File: config.mk
export PLATFORM = sky130hd
export DESIGN_NAME = liteeth_sram_fifo_ctrl
export DESIGN_NICKNAME = d
export VERILOG_FILES = /design/src/rtl/liteeth_sram_pkg.sv /design/src/rtl/liteeth_sram_fifo_obuf.sv /design/src/rtl/liteeth_sram_fifo_ctrl.sv
export SDC_FILE = /design/constraint.sdc
export NUM_CORES = 1
export LEC_CHECK = 0
export ABC_AREA = 1
export CORE_MARGIN = 4
export CORE_UTILIZATION = 47
export CTS_CLUSTER_DIAMETER = 200
export DETAILED_ROUTE_END_ITERATION = 6
export PLACE_DENSITY = 0.81
export SYNTH_ARGS = -nofsm -noshare
export SYNTH_HDL_FRONTEND = slang
export SYNTH_HIERARCHICAL = 1
export SYNTH_SLANG_ARGS = --single-unit
export TNS_END_PERCENT = 5
File: constraint.sdc
create_clock -name clk0 -period 4.2 [get_ports clk0]
set_clock_uncertainty 0.1 [all_clocks]
set_input_delay 0.84 -clock clk0 [delete_from_list [all_inputs] [get_ports clk0]]
set_output_delay 0.84 -clock clk0 [all_outputs]
set_load 0.02 [all_outputs]
File: src/rtl/liteeth_sram_pkg.sv
// liteeth_sram_pkg: shared SRAM macro geometry for the liteeth FIFO controller
package liteeth_sram_pkg;
  localparam int SRAM_BITS = 32;
  localparam int SRAM_DEPTH = 384;
  localparam int SRAM_AW = 9;
  localparam int LEVEL_W = 10;
endpackage

File: src/rtl/liteeth_sram_fifo_obuf.sv
// liteeth_sram_fifo_obuf: 2-entry capture/pop buffer hiding the SRAM read latency
module liteeth_sram_fifo_obuf import liteeth_sram_pkg::*; #(
  parameter int BITS = SRAM_BITS
) (
  input  logic            clk,
  input  logic            clr,
  input  logic            wr_en,
  input  logic [BITS-1:0] wr_data,
  input  logic            rd_en,
  output logic [1:0]      cnt,
  output logic [BITS-1:0] head
);
  logic [BITS-1:0] e0, e1;
  logic [1:0] wr_idx;
  assign wr_idx = cnt - {1'b0, rd_en};
  assign head = e0;
  always_ff @(posedge clk) begin
    if (clr) begin
      cnt <= '0;
      e0 <= '0;
      e1 <= '0;
    end else begin
      if (rd_en) e0 <= e1;
      if (wr_en && wr_idx == 2'd0) e0 <= wr_data;
      if (wr_en && wr_idx == 2'd1) e1 <= wr_data;
      cnt <= cnt + {1'b0, wr_en} - {1'b0, rd_en};
    end
  end
endmodule

File: src/rtl/liteeth_sram_fifo_ctrl.sv
// liteeth_sram_fifo_ctrl: sequences a 1rw1r SRAM macro as a single-clock streaming FIFO
module liteeth_sram_fifo_ctrl import liteeth_sram_pkg::*; #(
  parameter int BITS = SRAM_BITS,
  parameter int WORD_DEPTH = SRAM_DEPTH,
  parameter int ADDR_WIDTH = SRAM_AW,
  parameter int LEVEL_WIDTH = LEVEL_W
) (
  input  logic                   clk0,
  input  logic                   rst,
  input  logic                   flush,
  input  logic                   s_valid,
  output logic                   s_ready,
  input  logic [BITS-1:0]        s_data,
  output logic                   m_valid,
  input  logic                   m_ready,
  output logic [BITS-1:0]        m_data,
  output logic [LEVEL_WIDTH-1:0] level,
  output logic                   mem_ce_rw,
  output logic                   mem_we_rw,
  output logic [BITS-1:0]        mem_wmask,
  output logic [ADDR_WIDTH-1:0]  mem_addr_rw,
  output logic [BITS-1:0]        mem_wdata,
  output logic                   mem_ce_r,
  output logic [ADDR_WIDTH-1:0]  mem_addr_r,
  input  logic [BITS-1:0]        mem_rdata
);
  localparam logic [ADDR_WIDTH-1:0] LAST = ADDR_WIDTH'(WORD_DEPTH - 1);
  localparam logic [LEVEL_WIDTH-1:0] FULL = LEVEL_WIDTH'(WORD_DEPTH);
  logic [ADDR_WIDTH-1:0] wptr, rptr;
  logic [LEVEL_WIDTH-1:0] mem_cnt, mem_cnt_n;
  logic [1:0] ob_cnt, ob_cnt_n;
  logic inflight, clr, push, issue, pop;
  always_comb begin
    clr = rst | flush;
    s_ready = !clr && mem_cnt != FULL;
    push = s_valid && s_ready;
    m_valid = !clr && ob_cnt != 2'd0;
    pop = m_valid && m_ready;
    issue = !clr && mem_cnt != '0 && ({1'b0, ob_cnt} + {2'b0, inflight} < 3'd2 + {2'b0, pop});
    mem_cnt_n = mem_cnt + LEVEL_WIDTH'(push) - LEVEL_WIDTH'(issue);
    ob_cnt_n = ob_cnt + {1'b0, inflight} - {1'b0, pop};
  end
  assign mem_ce_rw = push;
  assign mem_we_rw = push;
  assign mem_wmask = '1;
  assign mem_addr_rw = wptr;
  assign mem_wdata = s_data;
  assign mem_ce_r = issue;
  assign mem_addr_r = rptr;
  always_ff @(posedge clk0) begin
    if (clr) begin
      wptr <= '0;
      rptr <= '0;
      mem_cnt <= '0;
      inflight <= 1'b0;
      level <= '0;
    end else begin
      wptr <= push ? (wptr == LAST ? '0 : wptr + 1'b1) : wptr;
      rptr <= issue ? (rptr == LAST ? '0 : rptr + 1'b1) : rptr;
      mem_cnt <= mem_cnt_n;
      inflight <= issue;
      level <= mem_cnt_n + LEVEL_WIDTH'(issue) + LEVEL_WIDTH'(ob_cnt_n);
    end
  end
  liteeth_sram_fifo_obuf #(.BITS(BITS)) u_obuf (
    .clk(clk0),
    .clr(clr),
    .wr_en(inflight),
    .wr_data(mem_rdata),
    .rd_en(pop),
    .cnt(ob_cnt),
    .head(m_data)
  );
endmodule

# Word level (Yosys, flattened, before mapping)
# Index checks and enable logic that the tools add are counted.
# W data, S select, Z words.
dict set report totals {
  ff_bits 105
  n_memories 0
  romBits 0
  latch_bits 0
  input_bits 69
  mem_bits_rw 0
  out_inout_bits 129
  word_cells 42
}
dict set report op_classes {
  n_mux 4
  reduce_logical 13
  addsub 11
  n_lt_le_gt_ge 1
  div_mod_pow 0
  n_mul 0
  bitwise_logic 1
  n_shift 0
  eq_ne 4
}
# cell n
set op_table {}
lappend op_table {{$mux W32} 2}
lappend op_table {{$add A10 B1 Y10} 2}
lappend op_table {{$add A9 B1 Y9 const B} 2}
lappend op_table {{$eq A9 B9 Y1 const B} 2}
lappend op_table {{$mux W9} 2}
lappend op_table {{$add A10 B2 Y10} 1}
lappend op_table {{$ne A10 B9 Y1 const B} 1}
lappend op_table {{$reduce_bool A10 Y1} 1}
lappend op_table {{$sub A10 B1 Y10} 1}
lappend op_table {{$logic_and A1 B1 Y1} 8}
lappend op_table {{$reduce_bool A2 Y1} 2}
lappend op_table {{$sub A2 B1 Y2} 2}
lappend op_table {{$add A2 B1 Y3} 1}
lappend op_table {{$add A2 B1 Y3 const A} 1}
lappend op_table {{$lt A3 B3 Y1} 1}
lappend op_table {{$add A2 B1 Y2} 1}
lappend op_table {{$eq A2 B1 Y1 const B} 1}
lappend op_table {{$logic_not A2 Y1} 1}
lappend op_table {{$logic_not A1 Y1} 1}
lappend op_table {{$or A1 B1 Y1} 1}

# Longest topological paths before layout
# Gate-level depths: netlist of the first run.
dict set report depth {
  depth_word 10
  ltp_mapped 22
}

# Hierarchy
# Netlist of the first run, hierarchy kept.
# module cells_each instances area_each_um2 seq_area_each_um2
set by_module_without_submodules {}
lappend by_module_without_submodules {liteeth_sram_fifo_ctrl 447 1 3072.9 780.7}
lappend by_module_without_submodules {liteeth_sram_fifo_obuf 445 1 3015.4 1321.3}

# Worst setup path before layout of the first run
# Ideal clock, no wire load.
dict set report synth_timing {
  path_type {input port to flip-flop}
  start {input flush}
  end {register level[8]}
  slack_ns 0.220
  path_buffers 0
  stages 18
  arrival_time_ns 3.759
  required_time_ns 3.979
  setup_ns 0.121
  path_cell_list {nor2_4 -> inv_4 -> nor2_4 -> nand2_2 -> o21ai_2 -> nand2_1 -> clkinv_2 -> ha_1 -> inv_1 -> ha_1 -> fa_1 -> inv_1 -> fa_1 -> or2_0 -> nor2_2 -> nand3_1 -> o21ai_0 -> o21ai_1}
}
dict set report synth_between {
  elab_chain_len 10
  word_cells_on_any_way 15
  cone_classes {add/sub: 6; order compare: 1; bitwise: 1; reduce/logical: 7}
}
# item line_no
set synth_rtl {}
lappend synth_rtl {{start: declaration} liteeth_sram_fifo_ctrl.sv:10} ;# input logic flush,
lappend synth_rtl {{$or A1 B1 Y1} liteeth_sram_fifo_ctrl.sv:34} ;# clr = rst | flush;
lappend synth_rtl {{$logic_not A1 Y1} liteeth_sram_fifo_ctrl.sv:37} ;# m_valid = !clr && ob_cnt != 2'd0;
lappend synth_rtl {{$logic_and A1 B1 Y1} liteeth_sram_fifo_ctrl.sv:37}
lappend synth_rtl {{net m_valid} liteeth_sram_fifo_ctrl.sv:14} ;# output logic m_valid,
lappend synth_rtl {{$logic_and A1 B1 Y1} liteeth_sram_fifo_ctrl.sv:38} ;# pop = m_valid && m_ready;
lappend synth_rtl {{$add A2 B1 Y3} liteeth_sram_fifo_ctrl.sv:39} ;# issue = !clr && mem_cnt != '0 && ({1'b0, ob_cnt} + {2'b0, inflight} < 3'd2 + {2'b0, pop});
lappend synth_rtl {{$lt A3 B3 Y1} liteeth_sram_fifo_ctrl.sv:39}
lappend synth_rtl {{$logic_and A1 B1 Y1} liteeth_sram_fifo_ctrl.sv:39}
lappend synth_rtl {{net mem_ce_r} liteeth_sram_fifo_ctrl.sv:23} ;# output logic mem_ce_r,
lappend synth_rtl {{$sub A10 B1 Y10} liteeth_sram_fifo_ctrl.sv:40} ;# mem_cnt_n = mem_cnt + LEVEL_WIDTH'(push) - LEVEL_WIDTH'(issue);
lappend synth_rtl {{net mem_cnt_n[1]} liteeth_sram_fifo_ctrl.sv:30} ;# logic [LEVEL_WIDTH-1:0] mem_cnt, mem_cnt_n;
lappend synth_rtl {{$add A10 B1 Y10} liteeth_sram_fifo_ctrl.sv:62} ;# level <= mem_cnt_n + LEVEL_WIDTH'(issue) + LEVEL_WIDTH'(ob_cnt_n);
lappend synth_rtl {{$add A10 B2 Y10} liteeth_sram_fifo_ctrl.sv:62}
lappend synth_rtl {{end signal: assignment} liteeth_sram_fifo_ctrl.sv:62}
lappend synth_rtl {{end: declaration} liteeth_sram_fifo_ctrl.sv:17} ;# output logic [LEVEL_WIDTH-1:0] level,
# The timed path passes the listed nets, and every way through them passes these cells.
# A chain may end at the register's enable or synchronous reset.

# Final worst setup path of the first run
dict set report layout_timing {
  start {input flush}
  end {register level[8]}
}
dict set report layout_between {
  elab_chain_len 10
  word_cells_on_any_way 15
  cone_classes {add/sub: 6; order compare: 1; bitwise: 1; reduce/logical: 7}
}
# item line_no
set layout_rtl {}
lappend layout_rtl {{$or A1 B1 Y1 (*)} liteeth_sram_fifo_ctrl.sv:34}
lappend layout_rtl {{$logic_not A1 Y1 (*)} {liteeth_sram_fifo_ctrl.sv:35, liteeth_sram_fifo_ctrl.sv:37, liteeth_sram_fifo_ctrl.sv:39}}
lappend layout_rtl {{$logic_and A1 B1 Y1} liteeth_sram_fifo_ctrl.sv:37}
lappend layout_rtl {{$logic_and A1 B1 Y1} liteeth_sram_fifo_ctrl.sv:38}
lappend layout_rtl {{$add A2 B1 Y3} liteeth_sram_fifo_ctrl.sv:39}
lappend layout_rtl {{$lt A3 B3 Y1} liteeth_sram_fifo_ctrl.sv:39}
lappend layout_rtl {{$logic_and A1 B1 Y1} liteeth_sram_fifo_ctrl.sv:39}
lappend layout_rtl {{$sub A10 B1 Y10 (*)} liteeth_sram_fifo_ctrl.sv:40}
lappend layout_rtl {{net mem_cnt_n[1]} liteeth_sram_fifo_ctrl.sv:30}
lappend layout_rtl {{$add A10 B1 Y10 (*)} liteeth_sram_fifo_ctrl.sv:62}
lappend layout_rtl {{$add A10 B2 Y10 (*)} liteeth_sram_fifo_ctrl.sv:62}
# The timed path passes the listed nets; every way through them passes the cells marked *.

==> results of run 1 <==
## critical path, cell delays in order
cell	delay, ns
clkdlybuf4s50_1	0.50
nor2_4	0.06
inv_4	0.08
nor2_4	0.04
nand2_2	0.07
o21ai_2	0.05
nand2_1	0.09
clkinv_2	0.07
ha_1	0.27
inv_1	0.04
ha_1	0.20
fa_1	0.51
inv_1	0.07
fa_1	0.45
or2_0	0.27
nor2_2	0.16
nand3_1	0.13
o21ai_0	0.16
o21ai_1	0.08
## through the flow
| stage | utilization (%) | TNS (ns) |
|---|---|---|
| detailed placement | 54.4 | -0.553 |
| global route | 56.6 | -0.00276 |
| floorplan | - | 0 |
| finish | 56.6 | 0 |
| CTS | 56.6 | 0 |
| global placement | 54.4 | -0.0888 |
## power by group
| group | internal (mW) | switching [mW] |
|---|---|---|
| Sequential | 1.10 | 0.0525 |
| Combinational | 0.612 | 1.10 |
| Clock | 0.408 | 0.377 |
## per-layer routing
layer / vias up / wire length (µm) / share of wire, % / track usage [%]
met2: 157 / 6380 / 46 / 29.4
met3: 17 / 818 / 5.8 / 3.06
li1: 2839 / - / - / -
met4: 0 / 221 / 1.6 / 6.44
met1: 2478 / 6580 / 47 / 25.2
met5: - / 0 / 0 / 0
## worst max-delay path by stage
stage | start | endpoint | cells after the start
3_3_place_gp | flush | level[8]$_SDFF_PP0_ | 19
6_report | flush | level[8]$_SDFF_PP0_ | 19
3_5_place_dp | flush | level[8]$_SDFF_PP0_ | 19
5_1_grt | flush | level[8]$_SDFF_PP0_ | 19
2_1_floorplan | flush | level[8]$_SDFF_PP0_ | 18
4_1_cts | flush | level[8]$_SDFF_PP0_ | 19
## cell families (layout without fill, tap and decap cells)
logic type                 after synthesis  after routing  synth area share, %
and+or+nand+nor                        436            436                 31.4
buffers and inverters                  211            240                 17.9
DFF                                    105            105                 34.5
AOI/OAI and AO/OA                      101            101                 8.57
adders and majority gates               28             28                 6.12
xor gates and xnor gates                10             10                 1.44
other                                    1             32               0.0616
## sequential cells by signal, indices dropped and copies added (netlist names)
register     count
inflight         1
u_obuf/cnt       2
u_obuf/e1       32
u_obuf/head     32
level           10
mem_addr_r       9
mem_cnt         10
mem_addr_rw      9
## Yosys cell counts (2+ instances only)
library cell    n
a21oi_1        88
a21oi_2         2
buf_2          20
buf_4          69
clkbuf_1       15
dfxtp_1       105
fa_1            3
ha_1           25
inv_1         102
nand2_1       234
nand2_2         3
nand3_1       122
nand3_2         2
nand3b_1        4
nand4_1         8
nor2_1         41
nor2_2          2
nor2_4          2
nor3_1         10
o21a_1          2
o21ai_0         7
or2_0           2
or2_2           2
xor2_1          9
## what timing repair did
action | in CTS | in global routing
setup buffers | 0 | 1
hold buffers | 0 | 0
setup endpoints to repair | 0 | 1
## cell type report
type,count,share of cell area (%)
Clock buffer,11,3.24
Clock inverter,5,0.506
Inverter,105,5.54
Multi-Input combinational cell,607,42.1
Sequential cell,105,29.3
Tap cell,172,3.00
Timing Repair Buffer,119,16.3
==> results.yml, run 1 <==
status:
  run_status: "finished clean"
synth:
  yosys_most_used_dff: "dfxtp_1"
  synth_warnings: 6
  synth-edff-count: 0
  yosysUniqueCellTypes: 37
  post-synth-top-area-cell: "dfxtp_1"
  synth-seq-cells: 105
  post_synth_instance_area_um2: 6090
  synthTopCellsByArea: "dfxtp_1 (35%), nand2_1 (14%), nand3_1 (10%)"
  ffs_w_async_s_r_synth_pct: 0
  synth.top_cell.area_share_pct: 34.5
  netlist_instances: 892
  synthesis.area_per_instance_um2: 6.83
  seq_area_frac_synth_pct: 34.5
clock_network:
  worst_setup_hold_path_clk_slew_ns: 0.07
  post_cts.resized_instances: 0
  htree_levels: 3
  clock_insertion_delay_worst_skew_ns: 0.34
  tritoncts: "built"
  cts_inserted_buffers: 9
  cts_sinks: 105
  cts_root_buf: "clkbuf_16"
  max-clock-path-buffers: 2
global_route:
  grt_antenna_before_repair: 0
  grt_start_max_net_pins: 67
  vias_in_the_first_global_route: 4897
  grt_first_pass_wirelength_um: 22600
  grt_overflow_total: 0
  grt_use_total_pct: 18.4
min_path:
  min_to: "u_obuf/e1[17]$_SDFFE_PP0P_"
  min-delay-start: "u_obuf/e1[17]$_SDFFE_PP0P_"
  timing.hold.worst_path_depth: 2
  hold_path.class: "reg2reg"
final_layout:
  syn_to_final_growth_pct: 17.9
  nFillCells: 1226
  multi_input_comb_area_um2: 3020
  finish.instance_area_um2: 7180
  num_antenna_cells: 0
  final_cell_mix: "nand2_1 (233), nand3_1 (122), dfxtp_1 (105)"
  layoutNonFillerInstCount: 1124
  sequential_cell_area_um2: 2100
  drive_gt1_share_pct: 5.46
  final_common_cell: "nand2_1"
  post_layout_net_count: 1044
run:
  timing.max_cap.violations: 0
sta:
  hold_viol: 0
  report.final.slew_viol_count: 0
  hold_slack_ns: 0.362
  slew_at_the_pin_closest_to_its_max_slew_limit_ns: 1.04
  post-route-min-period_ns: 4.00
  max_clock_freq_mhz: 250
  period_share_pct: 95.3
  count_of_endpoints_failing_setup_in_the_final_report: 0
  post-route-worst-setup-slack_ns: 0.199
  max-slew-margin-rel_pct: 30.5
die:
  die_height_um: 122
  initial_utilization_pct: 48.0
  dieArea_um2: 14800
  fp-row-count: 41
  floorplan.core_area_um2: 12700
  io-pin-count: 198
  die-width_um: 122
placed_design:
  numPortBuffers: 101
  post-place-cells: 1107
  gp_congestion: 0.879
  placed_area_um2: 6900
  dp.final_hpwl_um: 9580
  place_ws_ns: -0.206
power_and_ir_drop:
  totalPowerFinal_mw: 3.64
  static-leakage-power_nw: 3.04
  cell_pwr_density_nw_per_um2: 508
  vdd_drop_max_uv: 358
routing:
  route.final.wire_length_um: 14000
  routed_via_density: 4.89
  routed_via_count: 5491
  per_cell_routed_wire_length_um: 12.5
  drt_pre_antenna_iters: 7
  count_of_unresolved_drc_violations_after_routing: 0
  route.antenna.remaining_nets: 0
  drt_iter0_markers: 335
critical_path:
  critPathKind: "in2reg"
  regToRegStartpoint: "mem_cnt[6]$_SDFF_PP0_"
  end_kind: "flop"
  worstPathRequired_ns: 4.33
  timing.rr.end: "level[8]$_SDFF_PP0_"
  timing.reg2reg.worst_path_depth: 18
  cp_data_arrival_time_ns: 4.13
  critPathLaunchType: "input pin"
  crit_path_max_fanout: 4
  minimum_setup_slack_among_reg_to_reg_paths_ns: 0.52
Power figures use the tool's default switching activity.
==> run 2, diff against run 1 <==
- ABC_AREA: 1 -> default
- CORE_UTILIZATION: 47 -> 46
- clock period: 4.2 -> 4 ns (I/O delays scaled with it)
==> run 2 against run 1 <==
Against the previous run: largest cell class unchanged; hold slack better by 0.021 ns; final cell count decreased by 21%; worst setup slack got worse by 0.049 ns.
==> results.yml, run 2 <==
status:
  run_status: "finished clean"
final_layout:
  final_cell_mix: "dfxtp_1 (104), clkdlybuf4s50_1 (98), o21ai_1 (50)"
  post_layout_net_count: 813
  syn_to_final_growth_pct: 22.4
  num_antenna_cells: 0
  drive_gt1_share_pct: 14.0
  finish.instance_area_um2: 7170
  fin_util_pct: 58.5
  final_common_cell: "dfxtp_1"
global_route:
  grt_overflow_total: 0
  grt_use_total_pct: 19.0
  grt_start_max_net_pins: 62
  grt_antenna_before_repair: 0
  vias_in_the_first_global_route: 4708
  grt_first_pass_wirelength_um: 22800
sta:
  period_share_pct: 96.3
  report.final.slew_viol_count: 0
  grt_setup_unrepaired: "false"
  hold_slack_ns: 0.383
  count_of_endpoints_failing_setup_in_the_final_report: 0
  hold_viol: 0
  slew_at_the_pin_closest_to_its_max_slew_limit_ns: 0.710
  max-slew-margin-rel_pct: 52.7
  post-route-min-period_ns: 3.85
  max_clock_freq_mhz: 260
die:
  dieArea_um2: 14600
  io-pin-count: 198
  floorplan.core_area_um2: 12300
  die-width_um: 121
  fp-row-count: 40
  initial_utilization_pct: 47.8
  die_height_um: 121
critical_path:
  timing.critical_path.slowest_cell_delay_ns: 0.55
  critPathLaunchType: "input pin"
  crit_path_frequent_cell: "ha_4"
  timing.critical_path.slowest_stage_cell: "or4b_4"
  crit_family: "simple AND/OR/NAND/NOR gates"
  crit_path_max_fanout: 3
  cp_data_arrival_time_ns: 3.99
  worstPathRequired_ns: 4.14
  end_kind: "flop"
  crit_chain: "clkbuf_2 > nor2_4 > inv_4 > or4b_4 > a21oi_4 > ha_4 > inv_2 > ha_4 > fa_1 > ha_1 > a21oi_2 > nor2_2 > o211a_1 > and4_1 > and3b_1 > mux2_4"
  critPathKind: "in2reg"
  timing.critical_path.buf_inv: 3
clock_network:
  cts_root_buf: "clkbuf_16"
  htree_levels: 3
  tritoncts: "built"
  clock_insertion_delay_worst_skew_ns: 0.35
  cts_sinks: 105
  worst_setup_hold_path_clk_slew_ns: 0.07
  cts_inserted_buffers: 9
  max-clock-path-buffers: 2
routing:
  drt_pre_antenna_iters: 5
  route.final.wire_length_um: 13700
  routed_via_density: 5.30
  per_cell_routed_wire_length_um: 15.4
  count_of_unresolved_drc_violations_after_routing: 0
  drt_iter0_markers: 304
  route.antenna.remaining_nets: 0
  routed_via_count: 4704
synth:
  top_post_synthesis_cells_by_count: "dfxtp_1 (105), buf_4 (69), o21ai_1 (50), nor2_1 (39), nor3_1 (35)"
  yosysMostFrequentCell: "dfxtp_1"
  synth_xor_xnor_area_share_pct: 4.61
  synth-seq-cells: 105
  netlist_instances: 642
  synthTopCellsByArea: "dfxtp_1 (36%), buf_4 (8.8%), a211oi_2 (5.8%)"
  synth_simple_gate_area_share_pct: 17.6
  synth_top_family_by_area: "simple AND/OR/NAND/NOR gates"
  synthAdderAreaFrac_pct: 6.36
  yosys_most_used_dff: "dfxtp_1"
  yosysUniqueCellTypes: 56
  post_synth_instance_area_um2: 5860
  synth-edff-count: 0
  seq_area_frac_synth_pct: 35.9
  synth_compound_gate_area_share_pct: 16.4
  ffs_w_async_s_r_synth_pct: 0
  synth_warnings: 6
  yosys-mux-area-fraction_pct: 6.02
  synth.top_cell.area_share_pct: 35.9
  synthesis.area_per_instance_um2: 9.12
  post-synth-top-area-cell: "dfxtp_1"
placed_design:
  gp_congestion: 0.871
  dp.final_hpwl_um: 9740
  numPortBuffers: 101
  placed_area_um2: 6870
power_and_ir_drop:
  totalPowerFinal_mw: 4.00
  cell_pwr_density_nw_per_um2: 559
  static-leakage-power_nw: 2.54
  vdd_drop_max_uv: 294
run:
  timing.max_cap.violations: 0
min_path:
  hold_path.class: "reg2reg"
run 2: final cells by class:
cell class,instances,area (µm²)
fillers,1062,5090
flip-flops and latches,105,2100
multi-input cells,439,3180
clock inverters,3,26.3
clock buffers,12,256
well taps,168,210
inverters,27,104
repair buffers,134,1290
run 2: stage by stage:
stage,setup WS [ns],setup TNS [ns],std cells
6_report,0.149,0,888
2_1_floorplan,-0.294,-0.533,673
3_3_place_gp,-0.548,-2.88,872
3_5_place_dp,-0.617,-3.83,872
4_1_cts,0.0225,0,888
5_1_grt,0.0181,0,888
run 2: per-layer routing:
layer  wire [µm]  track usage [%]  part of all wire [%]
met3         756             3.36                   5.5
met4         406             9.63                   3.0
met1        5460             22.7                    40
met2        7040             32.6                    52
met5           0                0                     0
run 2: power by group:
part / switching (mW) / total [mW] / internal [mW]
clock network: 0.388 / 0.844 / 0.457
logic: 1.05 / 1.94 / 0.894
registers: 0.0595 / 1.22 / 1.16
total: 1.50 / 4.00 / 2.51
run 2: worst paths after layout:
| kind | from | end | slack [ns] | cells after the start |
|---|---|---|---|---|
| worst min-delay path | u_obuf/e1[16]$_SDFFE_PP0P_ | u_obuf/e1[16]$_SDFFE_PP0P_ | 0.38 | 2 |
| worst max register to register | u_obuf/cnt[0]$_SDFF_PP0_ | level[9]$_SDFF_PP0_ | 0.24 | 14 |
| worst max-delay path | rst | level[9]$_SDFF_PP0_ | 0.15 | 16 |
| worst min register to register | u_obuf/e1[16]$_SDFFE_PP0P_ | u_obuf/e1[16]$_SDFFE_PP0P_ | 0.38 | 2 |
run 2: kinds of logic (layout without fill, tap and decap cells):
kind of cell               after synthesis  count (layout)
AOI/OAI and AO/OA                      130             130
xor gates and xnor gates                30              30
adders and majority gates               28              28
buffers and inverters                  129             176
DFF                                    105             105
muxes                                   35              35
other                                    1              32
and+or+nand+nor                        184             184
run 2: repair_timing:
item / 4_1_cts / 5_1_grt
setup endpoints to repair: 5 / 2
gates resized for setup: 3 / 9
hold buffers: 0 / 0
setup buffers: 1 / 0
pin swaps: 6 / 8
run 2: worst min-delay path, stage by stage (launching register included):
cell and delay, ns:
dfxtp_1 0.31, o21ai_1 0.07, a21oi_1 0.06
